### src/rtl/riscv_pkg.sv
// Shared fetch-path types and constants.
// Imported by the fetch unit and its queue.
package riscv_pkg;

    localparam int XLEN    = 32;
    localparam int INSTR_W = 32;
    localparam int PC_STEP = 4;

    typedef struct packed {
        logic [XLEN-1:0]    pc;
        logic [INSTR_W-1:0] instr;
    } fetch_entry_t;

endpackage

### src/rtl/fetch_queue.sv
// Synchronous FIFO of fetch entries.
// Flush has priority over push and pop.
module fetch_queue
    import riscv_pkg::*;
#(
    parameter type T     = fetch_entry_t,
    parameter int  DEPTH = 4,
    localparam int CW    = $clog2(DEPTH + 1),
    localparam int AW    = (DEPTH > 1) ? $clog2(DEPTH) : 1
) (
    input  logic          clk,
    input  logic          rst_n,
    input  logic          i_flush,
    input  logic          i_push,
    input  T              i_din,
    input  logic          i_pop,
    output T              o_dout,
    output logic [CW-1:0] o_count
);

    T              r_mem [DEPTH];
    logic [AW-1:0] r_rd;
    logic [AW-1:0] r_wr;
    logic [CW-1:0] r_count;
    logic          w_push;
    logic          w_pop;

    function automatic logic [AW-1:0] f_inc(input logic [AW-1:0] p);
        return (p == AW'(DEPTH - 1)) ? '0 : p + 1'b1;
    endfunction

    assign w_push = i_push & ~i_flush;
    assign w_pop  = i_pop & ~i_flush & (r_count != '0);

    always_ff @(posedge clk or negedge rst_n) begin
        if (!rst_n) begin
            r_rd    <= '0;
            r_wr    <= '0;
            r_count <= '0;
        end else if (i_flush) begin
            r_rd    <= '0;
            r_wr    <= '0;
            r_count <= '0;
        end else begin
            if (w_push) r_wr <= f_inc(r_wr);
            if (w_pop)  r_rd <= f_inc(r_rd);
            r_count <= r_count + CW'(w_push) - CW'(w_pop);
        end
    end

    always_ff @(posedge clk) begin
        if (w_push) r_mem[r_wr] <= i_din;
    end

    // Empty queue presents zeros so decode never sees stale entries.
    assign o_dout  = (r_count != '0) ? r_mem[r_rd] : '0;
    assign o_count = r_count;

endmodule

### src/rtl/fetch_unit.sv
// Instruction fetch: owns the PC, issues credit-limited imem requests,
// queues responses for decode and handles redirects.
module fetch_unit #(
    parameter int              XLEN         = riscv_pkg::XLEN,
    parameter logic [XLEN-1:0] RESET_VECTOR = '0,
    parameter int              QDEPTH       = 4
) (
    input  logic                         clk,
    input  logic                         reset_n,
    input  logic                         fetch_en,
    output logic                         req_valid,
    input  logic                         req_ready,
    output logic [XLEN-1:0]              req_addr,
    input  logic                         rsp_valid,
    input  logic [riscv_pkg::INSTR_W-1:0] rsp_data,
    input  logic                         redirect_valid,
    input  logic [XLEN-1:0]              redirect_pc,
    output logic                         out_valid,
    input  logic                         out_ready,
    output logic [XLEN-1:0]              out_pc,
    output logic [riscv_pkg::INSTR_W-1:0] out_instr
);

    import riscv_pkg::*;

    localparam int CW = $clog2(QDEPTH + 1);

    typedef struct packed {
        logic [XLEN-1:0]    pc;
        logic [INSTR_W-1:0] instr;
    } entry_t;

    logic [XLEN-1:0] r_pc;
    logic [XLEN-1:0] r_resp_pc;
    logic [CW-1:0]   r_inflight;
    logic [CW-1:0]   r_drop;

    logic [CW-1:0]   w_count;
    logic [CW:0]     w_used;
    logic            w_credit;
    logic            w_req_valid;
    logic            w_issue;
    logic            w_push;
    logic            w_pop;
    logic [XLEN-1:0] w_target;
    logic [CW-1:0]   w_left;
    entry_t          w_din;
    entry_t          w_head;

    // Queued plus in-flight never exceeds QDEPTH, so pushes always fit.
    assign w_used      = {1'b0, r_inflight} + {1'b0, w_count};
    assign w_credit    = int'(w_used) < QDEPTH;
    assign w_req_valid = reset_n & fetch_en & ~redirect_valid & w_credit;
    assign w_issue     = w_req_valid & req_ready;
    assign w_push      = rsp_valid & (r_drop == '0) & ~redirect_valid;
    assign w_pop       = out_valid & out_ready;
    assign w_target    = {redirect_pc[XLEN-1:2], 2'b00};
    assign w_left      = r_inflight - CW'(rsp_valid);

    always_ff @(posedge clk or negedge reset_n) begin
        if (!reset_n) begin
            r_pc       <= RESET_VECTOR;
            r_resp_pc  <= RESET_VECTOR;
            r_inflight <= '0;
            r_drop     <= '0;
        end else if (redirect_valid) begin
            r_pc       <= w_target;
            r_resp_pc  <= w_target;
            r_inflight <= w_left;
            r_drop     <= w_left;
        end else begin
            if (w_issue) r_pc <= r_pc + XLEN'(PC_STEP);
            r_inflight <= r_inflight + CW'(w_issue) - CW'(rsp_valid);
            if (rsp_valid) begin
                if (r_drop != '0) r_drop <= r_drop - 1'b1;
                else r_resp_pc <= r_resp_pc + XLEN'(PC_STEP);
            end
        end
    end

    assign w_din.pc    = r_resp_pc;
    assign w_din.instr = rsp_data;

    fetch_queue #(
        .T     (entry_t),
        .DEPTH (QDEPTH)
    ) u_queue (
        .clk     (clk),
        .rst_n   (reset_n),
        .i_flush (redirect_valid),
        .i_push  (w_push),
        .i_din   (w_din),
        .i_pop   (w_pop),
        .o_dout  (w_head),
        .o_count (w_count)
    );

    assign req_valid = w_req_valid;
    assign req_addr  = r_pc;
    assign out_valid = (w_count != '0);
    assign out_pc    = w_head.pc;
    assign out_instr = w_head.instr;

endmodule
### config.mk
export PLATFORM = sky130hd
export DESIGN_NAME = fetch_unit
export DESIGN_NICKNAME = d
export VERILOG_FILES = /design/src/rtl/riscv_pkg.sv /design/src/rtl/fetch_queue.sv /design/src/rtl/fetch_unit.sv
export SDC_FILE = /design/constraint.sdc
export NUM_CORES = 1
export LEC_CHECK = 0
export ABC_AREA = 1
export CAP_MARGIN = 20
export CORE_MARGIN = 2
export CORE_UTILIZATION = 55
export DETAILED_ROUTE_END_ITERATION = 10
export GPL_ROUTABILITY_DRIVEN = 0
export PLACE_DENSITY = 0.79
export SLEW_MARGIN = 40
export SYNTH_ARGS = -nofsm -noshare
export SYNTH_HDL_FRONTEND = slang
export SYNTH_SLANG_ARGS = --single-unit
### constraint.sdc
create_clock -name clk -period 6.3 [get_ports clk]
set_input_delay 0.945 -clock clk [delete_from_list [all_inputs] [get_ports clk]]
set_output_delay 0.945 -clock clk [all_outputs]
set_load 0.01 [all_outputs]
==> summary.txt <==
STA
  • Hold Slack: 334 ps
  • Endpoints failing hold: 0
  • Minimum clock period: 4110 ps
  • Final slew viol count: 0
  • Final period utilization: 65.2%
  • RSZ-0062 raised after global routing: no
  • Final setup viols: 0
  • Final TNS setup: 0 ps
  • Tightest Pin Transition: 828 ps
  • Max frequency: 243 MHz
  • Clk_skew: approximately 16 ps
  • Max_slew headroom: 44.8%

Placement
  • Port bufs: 162
  • DP Wirelength: 21.7 mm
  • Dpl cells: just under 2,000

Drt
  • Detail Route Antenna Nets: 0
  • DR WL met3: 2.90 mm
  • Top Metal Used: met4
  • DRC errors left: 0
  • Pre-Repair DR Iteration Count: 6
  • Post-DR wirelength/cell: 17.4 um
  • Via density: 5.65
  • Met1 Wirelength: 14.0 mm
  • Via Count: about 11,000
  • Routed WL: 34.6 mm
  • DR iter-0 viols: 1,034
  • Met2 WL: 16.7 mm

Hold path
  • Worst min-delay path class: in -> async

Worst setup path
  • Crit-path max FO: 56
  • Worst r2r src: u_queue.o_count[1]
  • Worst endpoint required time: 5350 ps
  • Worst reg2reg path endpoint: u_queue.o_count[2]
  • Worst path cell trace: inv_2 -> buf_4 -> buf_12 -> o21ai_0 -> a21oi_1 -> clkdlybuf4s50_1
  • CP startpoint kind: flop
  • Family with the most delay on the worst path: buffers and inverters
  • R2R Setup Slk: about 2800 ps
  • Arrival time worst endpoint: about 3200 ps
  • Worst reg2reg path depth: 14
  • Buf/Inv on CP: 4
  • Setup CP Type: reg -> out
  • Slowest stage delay, CP: 600 ps
  • Worst path slowest cell: dfrtp_4
  • Crit. End Element: primary output

Clock tree
  • Clk_lat worst skew: 550 ps
  • CTS H-tree lvls: 1
  • Total CTS buffers: 30
  • Post-cts sizing count: 0
  • Clock tree buffer depth: 3
  • CTS clk-pin slew, worst paths: 60 ps
  • Post-CTS Repair Setup Buffers: 0
  • CTS tree: done
  • Clock Tree Root: clkbuf_16
  • Hold_buf cts: 0
  • # clock sinks: 321

Layout
  • Antenna Cells: 0
  • Non-Filler Instances: between 1,500 and 2,000
  • Layout cell share with drive strength beyond 1: roughly 6.5%
  • Synthesis-to-finish area growth: 20.5%
  • Layout filler cell count: 1,868
  • Layout Nets: 1,715

Yosys
  • Yosys top cell area share: 50.9%
  • Commonest register cell after synthesis: edfxtp_1
  • Top-count cell post-synth: nor2_1
  • Area leader, netlist: edfxtp_1
  • Unique masters post-synth: 35
  • Commonest cells in the netlist: 330 x nor2_1, 248 x edfxtp_1, 232 x nand2_1
  • Post-synth ARST share: 22.7%
  • Mapped Area: 14,600 um^2
  • Synth top area cells: edfxtp_1 51%, dfrtp_1 12%, nor2_1 8.5%, nand2_1 6.0%, o21ai_0 5.3%
  • Sequential fraction of the synthesis area: between 60% and 70%
  • Post-Syn Area per Cell: 9.88 um^2
  • Number of synthesized flops with an enable pin: 248
  • Syn. warnings: 0
  • Syn Inst Count: 1,480
  • Synthesis-stage register bit count: 321

Pwr
  • Maximum vdd drop: between 0.2 and 0.3 mV
  • LEAKAGE: 0.00660 uW
  • Pwr Total: 6410 uW
  • Power Dens Cells: 364 nW/um^2

Floorplanning
  • CORE AREA: 26,100 um^2
  • Die Span X: 167 um
  • Die area: 27,900 um^2
  • Initial Util: 56.1%
  • Num rows: 59
  • Die Y: ~170 um
  • Io pins: 169

Flow run
  • Max Cap Viol: 0

Global route
  • Vias in the first global route: 10,900
  • GRT Overall Usage: 24.5%
  • First-pass GRT wire length: about 55 mm
  • GRT overflow: 0
  • Initial antenna violation count: 0
  • Largest net degree at the start of global routing: roughly 110

Run status
  • Outcome: finished, final reports clean
kinds of logic (layout without fill, tap and decap cells):
logic type | count (synthesis) | count (layout) | share of synthesized area (%)
xor gates and xnor gates | 18 | 18 | 1.08
buffers and inverters | 158 | 325 | 4.51
and+or+nand+nor | 697 | 697 | 19.8
DFF | 321 | 321 | 63.4
other | 1 | 4 | 0.0257
AOI/OAI and AO/OA | 267 | 267 | 9.52
adders and majority gates | 18 | 18 | 1.64
worst register-to-register path, stage by stage (launching register included):
cell and delay [ps]:
dfrtp_1 420, or2_2 350, nor2_4 390, buf_16 230, buf_4 420, nor2_1 180
inv_1 170, nor2_1 60, ha_1 290, inv_1 70, ha_1 140, inv_1 50
fa_1 360, and3_1 170, nor3_1 140
worst max path at each step:
stage | start | endpoint | slack (ps) | depth (start not counted)
floorplan | rsp_valid | u_queue.r_mem[0][0] | 1810 | 4
global placement | redirect_valid | r_inflight[2] | 2260 | 13
detailed placement | redirect_valid | r_inflight[2] | 2190 | 13
CTS | u_queue.r_rd[0] | out_instr[1] | 2190 | 6
global route | u_queue.r_rd[0] | out_instr[11] | 1990 | 6
finish | u_queue.r_rd[0] | out_instr[23] | 2190 | 6
layout by cell type (no fill, tap or decap), drive strengths merged:
cell type / n
clkinv: 3
a21oi: 86
o31ai: 1
xnor2: 5
nand3b: 6
a31oi: 3
dfrtp: 73
or2: 3
ha: 16
clkbuf: 47
bufinv: 4
edfxtp: 248
inv: 94
nand4: 11
nor3: 11
o21ai: 158
clkdlybuf4s50: 161
conb: 4
buf: 15
o211ai: 17
o311ai: 1
clkinvlp: 1
nor2: 348
nand2: 240
xor2: 13
fa: 2
and3: 1
nand3: 77
a21boi: 1
metal layers:
layer | global-route usage, % | up-vias
met5 | 0 | -
met4 | 8.47 | 0
met3 | 3.56 | 67
met2 | 41.2 | 495
met1 | 33.1 | 5355
li1 | - | 5306
area by class of cell:
type	instances	area, um^2	share of cell area [%]
Inverter	93	349	1.98
Clock buffer	47	923	5.24
Tap cell	335	419	2.38
Sequential cell	321	9280	52.7
Multi-Input combinational cell	1004	4730	26.8
Timing Repair Buffer	176	1770	10.1
Clock inverter	9	151	0.859
power by group:
group          switching (uW)  internal [uW]  leakage [uW]
Clock                     748           1170      0.000529
Sequential                184           2450       0.00313
Combinational            1060            799       0.00295
flip-flops by register name, summed over array words and instances, names as in the netlist:
| signal | cells |
|---|---|
| u_queue.r_wr | 2 |
| u_queue.r_mem | 248 |
| r_resp_pc | 30 |
| req_addr | 30 |
| r_inflight | 3 |
| u_queue.o_count | 3 |
| u_queue.r_rd | 2 |
| r_drop | 3 |
stage by stage:
step | setup WS (ps) | area [um^2] | util (%)
CTS | 2190 | 17600 | 67.6
floorplan | 1810 | 14600 | -
finish | 2190 | 17600 | 67.6
detailed placement | 2190 | 16500 | 63.5
global route | 1990 | 17600 | 67.6
global placement | 2260 | 16500 | 63.3
Note: power is estimated with default switching activity, not from simulation.
